**src/rtl/serial_frame_tx_pkg.sv**
```systemverilog
// Shared definitions for the serial frame transmitter: FSM state codes and
// idle line levels. The parity-bit states (PAR_LO/PAR_HI) keep their codes
// even when the parity option is compiled out.
package serial_frame_pkg;

  typedef enum logic [3:0] {
    IDLE    = 4'd0,
    START_A = 4'd1,
    START_B = 4'd2,
    BIT_LO  = 4'd3,
    BIT_HI  = 4'd4,
    PAR_LO  = 4'd5,
    PAR_HI  = 4'd6,
    STOP_A  = 4'd7,
    STOP_B  = 4'd8,
    STOP_C  = 4'd9
  } state_t;

  localparam logic SDA_IDLE = 1'b1;
  localparam logic SCL_IDLE = 1'b1;

endpackage

```
**src/rtl/serial_frame_tx_if.sv**
```systemverilog
// Word handshake plus the two-wire line of the serial frame transmitter.
// Handshake: the source holds data_in and raises valid; the transmitter
// pulses ack for exactly the cycle in which it captures data_in. data_in
// only has to be stable in that ack cycle, and valid is only looked at in
// IDLE and in the word-boundary cycle.
interface serial_frame_tx_if #(
  parameter int DATA_W = 4
);
  logic [DATA_W-1:0] data_in;
  logic              valid;
  logic              ack;
  logic              sda;
  logic              scl;

  // Word source side: supplies words, watches ack and the line.
  modport master (output data_in, output valid, input ack, input sda, input scl);
  // Transmitter side: consumes words, drives ack and the line.
  modport slave  (input data_in, input valid, output ack, output sda, output scl);
endinterface

```
**src/rtl/serial_frame_tx_timer.sv**
```systemverilog
// Phase timer: phase_done marks the last sclk cycle of a HALF_PER-long line
// phase. The count wraps to zero on phase_done, so every state entered on a
// phase_done starts a fresh phase; restart holds it at zero while idle.
module serial_phase_timer #(
  parameter int HALF_PER = 2
) (
  input  logic sclk,
  input  logic rst,
  input  logic restart,
  input  logic enable,
  output logic phase_done
);

  localparam int CW = $clog2(HALF_PER + 1);
  localparam logic [CW-1:0] LAST = CW'(HALF_PER - 1);

  logic [CW-1:0] cnt;

  // Count sclk cycles within the current phase, wrapping at the phase end.
  always_ff @(posedge sclk or negedge rst) begin
    if (!rst) begin
      cnt <= '0;
    end else if (restart) begin
      cnt <= '0;
    end else if (enable) begin
      cnt <= (cnt == LAST) ? '0 : cnt + CW'(1);
    end
  end

  assign phase_done = enable && (cnt == LAST);

endmodule

```
**src/rtl/serial_frame_tx.sv**
```systemverilog
// serial_frame_tx: parallel-to-serial two-wire transmitter.
// Frame = start condition, one or more DATA_W-bit words MSB first (up to
// MAX_BURST words without an intervening stop/start), stop condition.
// Every non-idle state lasts HALF_PER sclk cycles. sda/scl are registered.
// Option macro SERIAL_FRAME_TX_PARITY_EN: appends an even-parity bit
// (PAR_LO/PAR_HI) after each word; the word boundary then follows PAR_HI.
module serial_frame_tx
  import serial_frame_pkg::*;
#(
  parameter int DATA_W    = 4,
  parameter int HALF_PER  = 2,
  parameter int MAX_BURST = 1
) (
  input  logic                         sclk,
  input  logic                         rst,
  serial_frame_tx_if.slave             bus,
  output logic                         busy,
  output logic [3:0]                   state,
  output logic [$clog2(MAX_BURST):0]   word_cnt
);

  localparam int BCW = $clog2(DATA_W) + 1;
  localparam int WCW = $clog2(MAX_BURST) + 1;
  localparam logic [BCW-1:0] LAST_BIT  = BCW'(DATA_W - 1);
  localparam logic [WCW-1:0] BURST_MAX = WCW'(MAX_BURST);

  state_t            state_q;
  logic [DATA_W-1:0] shift_q;
  logic [DATA_W-1:0] shift_next;
  logic [BCW-1:0]    bit_cnt_q;
  logic [WCW-1:0]    word_cnt_q;
  logic              sda_q;
  logic              scl_q;
  logic              phase_done;
  logic              last_bit;
  logic              at_boundary;
  logic              take_next;
  logic              accept_idle;
`ifdef SERIAL_FRAME_TX_PARITY_EN
  logic              par_q;
`endif

  serial_phase_timer #(.HALF_PER(HALF_PER)) u_timer (
    .sclk       (sclk),
    .rst        (rst),
    .restart    (state_q == IDLE),
    .enable     (state_q != IDLE),
    .phase_done (phase_done)
  );

  assign shift_next = shift_q << 1;
  assign last_bit   = (bit_cnt_q == LAST_BIT);

  // The word boundary is the final cycle of the last line phase of a word.
`ifdef SERIAL_FRAME_TX_PARITY_EN
  assign at_boundary = phase_done && (state_q == PAR_HI);
`else
  assign at_boundary = phase_done && (state_q == BIT_HI) && last_bit;
`endif

  assign take_next   = at_boundary && (word_cnt_q < BURST_MAX) && bus.valid;
  assign accept_idle = (state_q == IDLE) && bus.valid;

  // ack is gated by rst so no capture is ever acknowledged while in reset.
  assign bus.ack  = rst && (accept_idle || take_next);
  assign bus.sda  = sda_q;
  assign bus.scl  = scl_q;
  assign busy     = (state_q != IDLE);
  assign state    = state_q;
  assign word_cnt = word_cnt_q;

  // Frame sequencer: state, line levels, shift register and counters.
  always_ff @(posedge sclk or negedge rst) begin
    if (!rst) begin
      state_q    <= IDLE;
      sda_q      <= SDA_IDLE;
      scl_q      <= SCL_IDLE;
      shift_q    <= '0;
      bit_cnt_q  <= '0;
      word_cnt_q <= '0;
`ifdef SERIAL_FRAME_TX_PARITY_EN
      par_q      <= 1'b0;
`endif
    end else if (at_boundary) begin
      if (take_next) begin
        // Chain the next word straight into its first low phase.
        shift_q    <= bus.data_in;
        sda_q      <= bus.data_in[DATA_W-1];
        scl_q      <= 1'b0;
        bit_cnt_q  <= '0;
        word_cnt_q <= word_cnt_q + WCW'(1);
`ifdef SERIAL_FRAME_TX_PARITY_EN
        par_q      <= ^bus.data_in;
`endif
        state_q    <= BIT_LO;
      end else begin
        sda_q   <= 1'b0;
        scl_q   <= 1'b0;
        state_q <= STOP_A;
      end
    end else begin
      case (state_q)
        IDLE: begin
          if (bus.valid) begin
            shift_q    <= bus.data_in;
            bit_cnt_q  <= '0;
            word_cnt_q <= WCW'(1);
`ifdef SERIAL_FRAME_TX_PARITY_EN
            par_q      <= ^bus.data_in;
`endif
            sda_q      <= 1'b0;
            scl_q      <= 1'b1;
            state_q    <= START_A;
          end
        end
        START_A: begin
          if (phase_done) begin
            scl_q   <= 1'b0;
            state_q <= START_B;
          end
        end
        START_B: begin
          if (phase_done) begin
            sda_q   <= shift_q[DATA_W-1];
            state_q <= BIT_LO;
          end
        end
        BIT_LO: begin
          if (phase_done) begin
            scl_q   <= 1'b1;
            state_q <= BIT_HI;
          end
        end
        BIT_HI: begin
          if (phase_done && !last_bit) begin
            shift_q   <= shift_next;
            sda_q     <= shift_next[DATA_W-1];
            scl_q     <= 1'b0;
            bit_cnt_q <= bit_cnt_q + BCW'(1);
            state_q   <= BIT_LO;
          end
`ifdef SERIAL_FRAME_TX_PARITY_EN
          else if (phase_done) begin
            sda_q   <= par_q;
            scl_q   <= 1'b0;
            state_q <= PAR_LO;
          end
`endif
        end
`ifdef SERIAL_FRAME_TX_PARITY_EN
        PAR_LO: begin
          if (phase_done) begin
            scl_q   <= 1'b1;
            state_q <= PAR_HI;
          end
        end
`endif
        STOP_A: begin
          if (phase_done) begin
            scl_q   <= 1'b1;
            state_q <= STOP_B;
          end
        end
        STOP_B: begin
          if (phase_done) begin
            sda_q   <= 1'b1;
            state_q <= STOP_C;
          end
        end
        STOP_C: begin
          if (phase_done) begin
            word_cnt_q <= '0;
            state_q    <= IDLE;
          end
        end
        default: begin
          sda_q      <= SDA_IDLE;
          scl_q      <= SCL_IDLE;
          word_cnt_q <= '0;
          state_q    <= IDLE;
        end
      endcase
    end
  end

endmodule
```
**src/flat_wrapper.sv**
```systemverilog
// flat-port wrapper written by rule: the top's interface ports become plain ports
module serial_frame_tx_flat import serial_frame_pkg::*;
#(
  parameter int DATA_W    = 4,
  parameter int HALF_PER  = 2,
  parameter int MAX_BURST = 1
)
  (sclk, rst, busy, state, word_cnt, bus_data_in, bus_valid, bus_ack, bus_sda, bus_scl);
  serial_frame_tx_if #(.DATA_W(DATA_W)) bus_i ();
  input  logic sclk;
  input  logic rst;
  output logic busy;
  output logic [3:0] state;
  output logic [$clog2(MAX_BURST):0] word_cnt;
  input wire logic [$bits(bus_i.data_in)-1:0] bus_data_in;
  input wire logic [$bits(bus_i.valid)-1:0] bus_valid;
  output wire logic [$bits(bus_i.ack)-1:0] bus_ack;
  output wire logic [$bits(bus_i.sda)-1:0] bus_sda;
  output wire logic [$bits(bus_i.scl)-1:0] bus_scl;
  assign bus_i.data_in = bus_data_in;
  assign bus_i.valid = bus_valid;
  assign bus_ack = bus_i.ack;
  assign bus_sda = bus_i.sda;
  assign bus_scl = bus_i.scl;
  serial_frame_tx #(.DATA_W(DATA_W), .HALF_PER(HALF_PER), .MAX_BURST(MAX_BURST)) u_core (.sclk(sclk), .rst(rst), .bus(bus_i), .busy(busy), .state(state), .word_cnt(word_cnt));
endmodule
```
**config.mk**
```make
export PLATFORM = sky130hd
export DESIGN_NAME = serial_frame_tx_flat
export DESIGN_NICKNAME = d
export VERILOG_FILES = /design/src/rtl/serial_frame_tx_pkg.sv /design/src/rtl/serial_frame_tx_if.sv /design/src/rtl/serial_frame_tx_timer.sv /design/src/rtl/serial_frame_tx.sv /design/src/flat_wrapper.sv
export SDC_FILE = /design/constraint.sdc
export NUM_CORES = 1
export LEC_CHECK = 0
export ABC_CLOCK_PERIOD_IN_PS = 2700
export CAP_MARGIN = 0
export CORE_ASPECT_RATIO = 0.7
export CORE_UTILIZATION = 53
export DETAILED_ROUTE_END_ITERATION = 8
export GPL_ROUTABILITY_DRIVEN = 0
export HOLD_SLACK_MARGIN = 0.02
export PLACE_DENSITY = 0.84
export SETUP_SLACK_MARGIN = 0.1
export SLEW_MARGIN = 20
export SYNTH_ARGS = -nofsm -noshare
export SYNTH_HDL_FRONTEND = slang
export SYNTH_SLANG_ARGS = --single-unit
```
**constraint.sdc**
```tcl
create_clock -name sclk -period 2.7 [get_ports sclk]
set_input_delay 0.27 -clock sclk [delete_from_list [all_inputs] [get_ports sclk]]
set_output_delay 0.27 -clock sclk [all_outputs]
set_load 0.03 [all_outputs]
```
==> results by group, run 1 <==
Final layout
  • Area occupied by multi-input gates: between 600 and 700 sq um
  • Share of cells above drive strength 1: roughly 20%
  • Antenna fix cells: 0
  • Area growth syn-to-layout: 18.0%
  • Finished Layout Cells: approximately 160
  • Nets: approximately 150
  • Most frequent cells in the layout: clkdlybuf4s50_1 (15), dfrtp_1 (14), nor2_1 (10), mux2_2 (10)
  • Most common cell after layout, fill and taps aside: clkdlybuf4s50_1
  • FF+latch area: 403 sq um
  • Final core occ: a little over two thirds
  • Filler cell count in the final layout: approximately 160

Yosys
  • Post-Synth XOR/XNOR Area: 1.52%
  • Largest family of logic cells by synthesized area: compound AO/OA/AOI/OAI gates
  • Post-synthesis mux area share: 15.1%
  • Syn_area_per_cell: 9.28 sq um
  • Ys flop type: dfrtp_1
  • Synth Area in Compound Gates: roughly 20%
  • Yosys reg bits: 16
  • Synth Area in Adders: around 2.2%
  • Warnings from Yosys: 0
  • Mapped Area: ~1200 sq um
  • Synthesized instance count: roughly 120
  • Post-synthesis sequential area ratio: between 30% and 40%
  • Simple-gate share of the synthesized area: between 10% and 20%
  • Post-synth EDFFs: 0
  • Synth unique cells: 47
  • Syn_nets: 133
  • Ys async rst share: 100%

Die
  • Die ar.: between 2000 and 2500 sq um
  • Placeable Area: roughly 2000 sq um
  • Die width: 57.7 um
  • Site Rows: 13
  • Die span in y: between 40 and 50 um
  • IO Pins: 16
  • Initial core utilization: approximately 59%

Worst setup path
  • Crit path cell chain: ha_1 -> ha_1 -> nand3b_1 -> o21ai_0 -> and4_1 -> clkdlybuf4s50_1
  • Worst EP required: about 2.4 ns
  • Worst r2r dst: u_core.shift_q[1]
  • Setup crit end: bus_ack
  • Critical path launch point type: flip-flop
  • CP Launch Point: u_core.bit_cnt_q[0]
  • R2r startpoint: u_core.u_timer.cnt[1]
  • WP depth: 6
  • CP bufs+invs: 1
  • Peak per-stage delay on the critical path: around 0.66 ns
  • Critical Path End Type: primary output
  • Arr. time, crit path: 2.12 ns
  • Slowest stage cell, crit path: clkdlybuf4s50_1
  • Most frequent CP cell: ha_1
  • Worst reg2reg path depth: 4
  • R2R Setup Slk: between 0.6 and 0.7 ns
  • Crit path max-delay family: buffers and inverters
  • Worst-path fanout max: 3
  • Crit Path Class: reg2out

Global routing
  • Vias in the first global route: ~830
  • Initial antenna violation count: 0
  • Grt ovf: 0
  • First-pass GRT wire length: a little under 4000 um
  • Largest net degree at the start of global routing: 25
  • GRT Total Usage: 23.6%

CTS
  • Clk_lat worst skew: about 0.3 ns
  • H-tree levels: 1
  • Clk slew on worst S/H paths: ~0.10 ns
  • Post-cts resize count: 0
  • Max clock buf depth: 2
  • Post CTS Setup Buffer Count: 0
  • Root Buffer: clkbuf_4
  • CTS Buf Count: 3
  • CTS tree: done
  • Hold buffers post-CTS: 0
  • Num Clock Sinks: 16

Power
  • NetSw: 633 uW
  • Peak supply drop: approximately 540 uV
  • Reg power frac: between 20% and 30%
  • Pwr/cell area: between 1000 and 1500 nW/um^2
  • Internal Power: roughly 800 uW
  • Pleak: a little under 0.6 nW
  • Logic pwr share: about three fifths
  • Sw Share: between 40% and 50%
  • Clock power frac: between 10% and 20%

Routing
  • First-pass DRT Iterations: 6
  • Drt wl/cell: approximately 16 um
  • Vias: ~990
  • Post-DRT Antenna Nets: 0
  • Drt initial violations: 35
  • Routed WL: ~2500 um
  • Mean number of vias per cell: roughly 6.2
  • DRC viols: 2

STA
  • Fin crit share: between 80% and 90%
  • Slew @ Worst Pin: 0.632 ns
  • Fin. Hold Viols: 0
  • Relative slew slack: slightly below 60%
  • Slew Viols, Final: 0
  • F_max: 418 MHz
  • RSZ-0062 raised after global routing: no
  • Setup violations, final: 0
  • Min Tclk post-route: between 2 and 2.5 ns
  • Setup TNS: 0 ns
  • Clock skew: about 0.012 ns

Placed design
  • Post-DP HPWL: 1820 um
  • Placed Instances: roughly 160
  • Port Buf Inserts: 15

Job
  • Max cap viols: 0

Run status
  • Violated checks: DRC
  • Status: complete, but fails checks

Hold path
  • HP Class: in2async
-- power groups by stage --
stage          logic (mW)  clock network, mW  registers (mW)
2_1_floorplan       0.574                  0           0.464
3_3_place_gp        0.836                  0           0.401
3_5_place_dp        0.856                  0           0.405
4_1_cts             0.860              0.170           0.402
5_1_grt             0.933              0.178           0.413
6_report            0.868              0.165           0.403
-- cell families (layout without fill, tap and decap cells) --
group / after synthesis / after routing
simple gates: 39 / 39
compound gates: 32 / 32
buf+inv: 17 / 32
mux: 16 / 16
flops: 16 / 16
fa+ha+maj: 2 / 2
xor+xnor: 2 / 2
-- cell usage after synthesis (2+ instances only) --
master	instances	share of area, %
o21ai_0	5	2.2
nand2_1	4	1.3
nand3_1	4	1.7
a21oi_1	7	3.0
a221oi_1	2	1.5
or3_1	2	1.1
mux2_2	10	9.8
ha_1	2	2.2
dfstp_2	2	4.6
nor3_1	3	1.3
o2bb2ai_1	2	1.5
buf_2	5	2.2
a32oi_1	2	1.5
and2_1	2	1.1
dfrtp_1	14	30
nor2_1	10	3.3
or2_2	3	1.6
nor2b_1	2	1.1
o311a_1	2	1.7
mux2i_1	5	4.3
inv_1	7	2.3
clkbuf_1	3	0.98
nor3b_1	2	1.3
-- flip-flops by register name (all words and copies together) (netlist names) --
| signal | count |
|---|---|
| u_core.bit_cnt_q | 3 |
| u_core.bus.scl | 1 |
| u_core.bus.sda | 1 |
| u_core.shift_q | 4 |
| u_core.state | 4 |
| u_core.u_timer.cnt | 2 |
| u_core.word_cnt | 1 |
-- routing by layer --
| metal | wire length [um] | track usage, % | part of all wire (%) |
|---|---|---|---|
| met3 | 201 | 6.62 | 7.9 |
| met4 | 23 | 8.93 | 0.91 |
| met2 | 1080 | 37.5 | 43 |
| met5 | 0 | 0 | 0 |
| met1 | 1230 | 31.3 | 49 |
-- stage by stage --
step | area [sq um] | hold slack, ns | worst slack (ns) | power [mW]
floorplan | 1150 | -0.0256 | 0.818 | 1.04
global placement | 1320 | 0.453 | 0.678 | 1.24
detailed placement | 1320 | 0.452 | 0.637 | 1.26
CTS | 1360 | 0.333 | 0.292 | 1.43
global route | 1360 | 0.341 | 0.183 | 1.52
finish | 1360 | 0.320 | 0.306 | 1.44
-- layout make-up --
cell class | instances | area share (%)
clock buffers | 4 | 2.67
well taps | 22 | 2.03
flip-flops and latches | 16 | 29.7
inverters | 8 | 2.21
repair buffers | 20 | 13.8
multi-input cells | 91 | 49.6
-- worst min-delay path by stage --
stage	startpoint	to	slack, ns	cells past startpoint
after global routing	rst	u_core.word_cnt	0.34	2
after floorplan	rst	u_core.bit_cnt_q[0]	-0.03	0
after detailed placement	u_core.bus.sda	u_core.bus.sda	0.45	2
after CTS	rst	u_core.word_cnt	0.33	2
final	rst	u_core.word_cnt	0.32	2
after global placement	u_core.bus.sda	u_core.bus.sda	0.45	2
Note: power is estimated with default switching activity, not from simulation.
==> inputs of run 2 (changes only) <==
--- a/config.mk
+++ b/config.mk
@@ -8,6 +8,7 @@
 export ABC_CLOCK_PERIOD_IN_PS = 2700
 export CAP_MARGIN = 0
 export CORE_ASPECT_RATIO = 0.7
+export CORE_MARGIN = 2
 export CORE_UTILIZATION = 53
 export DETAILED_ROUTE_END_ITERATION = 8
 export GPL_ROUTABILITY_DRIVEN = 0
==> results by group, run 2 (same netlist as run 1, synthesis figures left out) <==
STA
  • Slew @ Worst Pin: 0.669 ns
  • RSZ-0062 raised after global routing: no
  • F_max: 412 MHz
  • Relative slew slack: a little under three fifths
  • Setup violations, final: 0
  • Clock skew: 0.0114 ns
  • Setup TNS: 0 ns
  • Final worst setup slack: approximately 0.27 ns
  • Slew Viols, Final: 0
  • Min Tclk post-route: approximately 2.4 ns
  • Fin crit share: about nine tenths
  • Fin. Hold Viols: 0

CTS
  • Num Clock Sinks: 16
  • Clk slew on worst S/H paths: about 0.11 ns
  • CTS tree: done
  • Hold buffers post-CTS: 0
  • Post CTS Setup Buffer Count: 0
  • Clk_lat worst skew: approximately 0.30 ns
  • H-tree levels: 1
  • Post-cts resize count: 0
  • Root Buffer: clkbuf_4
  • Max clock buf depth: 2
  • CTS Buf Count: 3

Routing
  • Mean number of vias per cell: between 6 and 7
  • First-pass DRT Iterations: 4
  • Drt wl/cell: approximately 16 um
  • Post-DRT Antenna Nets: 0
  • Vias: around 1000
  • Drt initial violations: 44
  • Routed WL: roughly 2600 um
  • DRC viols: 0

Global routing
  • First-pass GRT wire length: 4360 um
  • Grt ovf: 0
  • Largest net degree at the start of global routing: 25
  • Initial antenna violation count: 0
  • Vias in the first global route: roughly 940
  • GRT Total Usage: about 23%

Die
  • Site Rows: 14
  • Die span in y: roughly 43 um
  • Die width: 59.7 um
  • Placeable Area: between 2000 and 2500 sq um
  • IO Pins: 16
  • Die ar.: between 2000 and 3000 sq um
  • Initial core utilization: around 55%

Final layout
  • Most frequent cells in the layout: clkdlybuf4s50_1 (15), dfrtp_1 (14), nor2_1 (10), mux2_2 (10)
  • Area growth syn-to-layout: 16.7%
  • Share of cells above drive strength 1: a little under a fifth
  • Most common cell after layout, fill and taps aside: clkdlybuf4s50_1
  • Antenna fix cells: 0
  • Nets: 148

Worst setup path
  • Critical path launch point type: flip-flop
  • Arr. time, crit path: 2.16 ns
  • Crit Path Class: reg2out
  • Worst-path fanout max: 3
  • Worst EP required: 2.43 ns
  • Critical Path End Type: primary output

Job
  • Max cap viols: 0

Power
  • Power consumption: 1.40 mW
  • Pleak: 0.566 nW
  • Pwr/cell area: 1040 nW/um^2
  • Peak supply drop: approximately 390 uV

Placed design
  • Port Buf Inserts: 15
  • Post-DP HPWL: approximately 1800 um
  • Pre-CTS setup slack: 0.619 ns

Run status
  • Status: finished clean

Hold path
  • HP Class: in2async
-- run 2: cell count changes in the layout (fill, tap and decap cells not counted), sizes merged --
cell  before  now
buf        5    4
-- run 2: per-stage QoR --
stage	hold WS (ns)	instance area [sq um]	util, %	cells
detailed placement	0.451	1320	62.7	158
finish	0.324	1340	63.9	162
floorplan	-0.0256	1150	-	124
CTS	0.344	1340	63.9	162
global placement	0.456	1320	62.7	158
global route	0.360	1340	63.9	162
-- run 2: report_power, final --
group	internal (mW)	switching, mW
clock network	0.0575	0.0813
registers	0.332	0.0871
logic	0.381	0.459
-- run 2: layer usage --
| layer | wire [um] | share of wire, % | GRT usage [%] |
|---|---|---|---|
| met1 | 1220 | 47 | 33.0 |
| met2 | 1180 | 46 | 33.5 |
| met3 | 137 | 5.3 | 6.10 |
| met4 | 36 | 1.4 | 6.22 |
| met5 | 0 | 0 | 0 |
-- run 2: layout make-up --
cell class,count,area (sq um)
Multi-Input combinational cell,91,674
Tap cell,24,30.0
Fill cell,176,758
Inverter,8,30.0
Sequential cell,16,403
Clock buffer,4,26.3
Timing Repair Buffer,19,180
-- run 2: worst paths after layout --
kind | from | to | slack [ns] | depth (start not counted)
hold reg to reg | u_core.bus.sda | u_core.bus.sda | 0.47 | 2
setup / recovery | u_core.bit_cnt_q[0] | bus_ack | 0.27 | 6
max in group asynchronous | rst | u_core.bus.sda | 2.11 | 2
min in group sclk | u_core.bus.sda | u_core.bus.sda | 0.47 | 2
setup reg to reg | u_core.u_timer.cnt[1] | u_core.shift_q[3] | 0.71 | 4
hold / removal | rst | u_core.state[3] | 0.32 | 2
-- run 2: critical path, cell delays in order (launching register included) --
cell and delay, ns:
dfrtp_1 0.39, ha_1 0.15, ha_1 0.18, nand3b_1 0.11, o21ai_0 0.17, and4_1 0.20
clkdlybuf4s50_1 0.66
==> inputs of run 3 (changes only) <==
--- a/config.mk
+++ b/config.mk
@@ -8,8 +8,8 @@
 export ABC_CLOCK_PERIOD_IN_PS = 2700
 export CAP_MARGIN = 0
 export CORE_ASPECT_RATIO = 0.7
-export CORE_MARGIN = 2
 export CORE_UTILIZATION = 53
+export CTS_CLUSTER_DIAMETER = 100
 export DETAILED_ROUTE_END_ITERATION = 8
 export GPL_ROUTABILITY_DRIVEN = 0
 export HOLD_SLACK_MARGIN = 0.02
@@ -19,3 +19,4 @@
 export SYNTH_ARGS = -nofsm -noshare
 export SYNTH_HDL_FRONTEND = slang
 export SYNTH_SLANG_ARGS = --single-unit
+export TNS_END_PERCENT = 30
==> results of run 3 <==
Same layout as run 1: the final DEF is identical, and so are final timing and power.
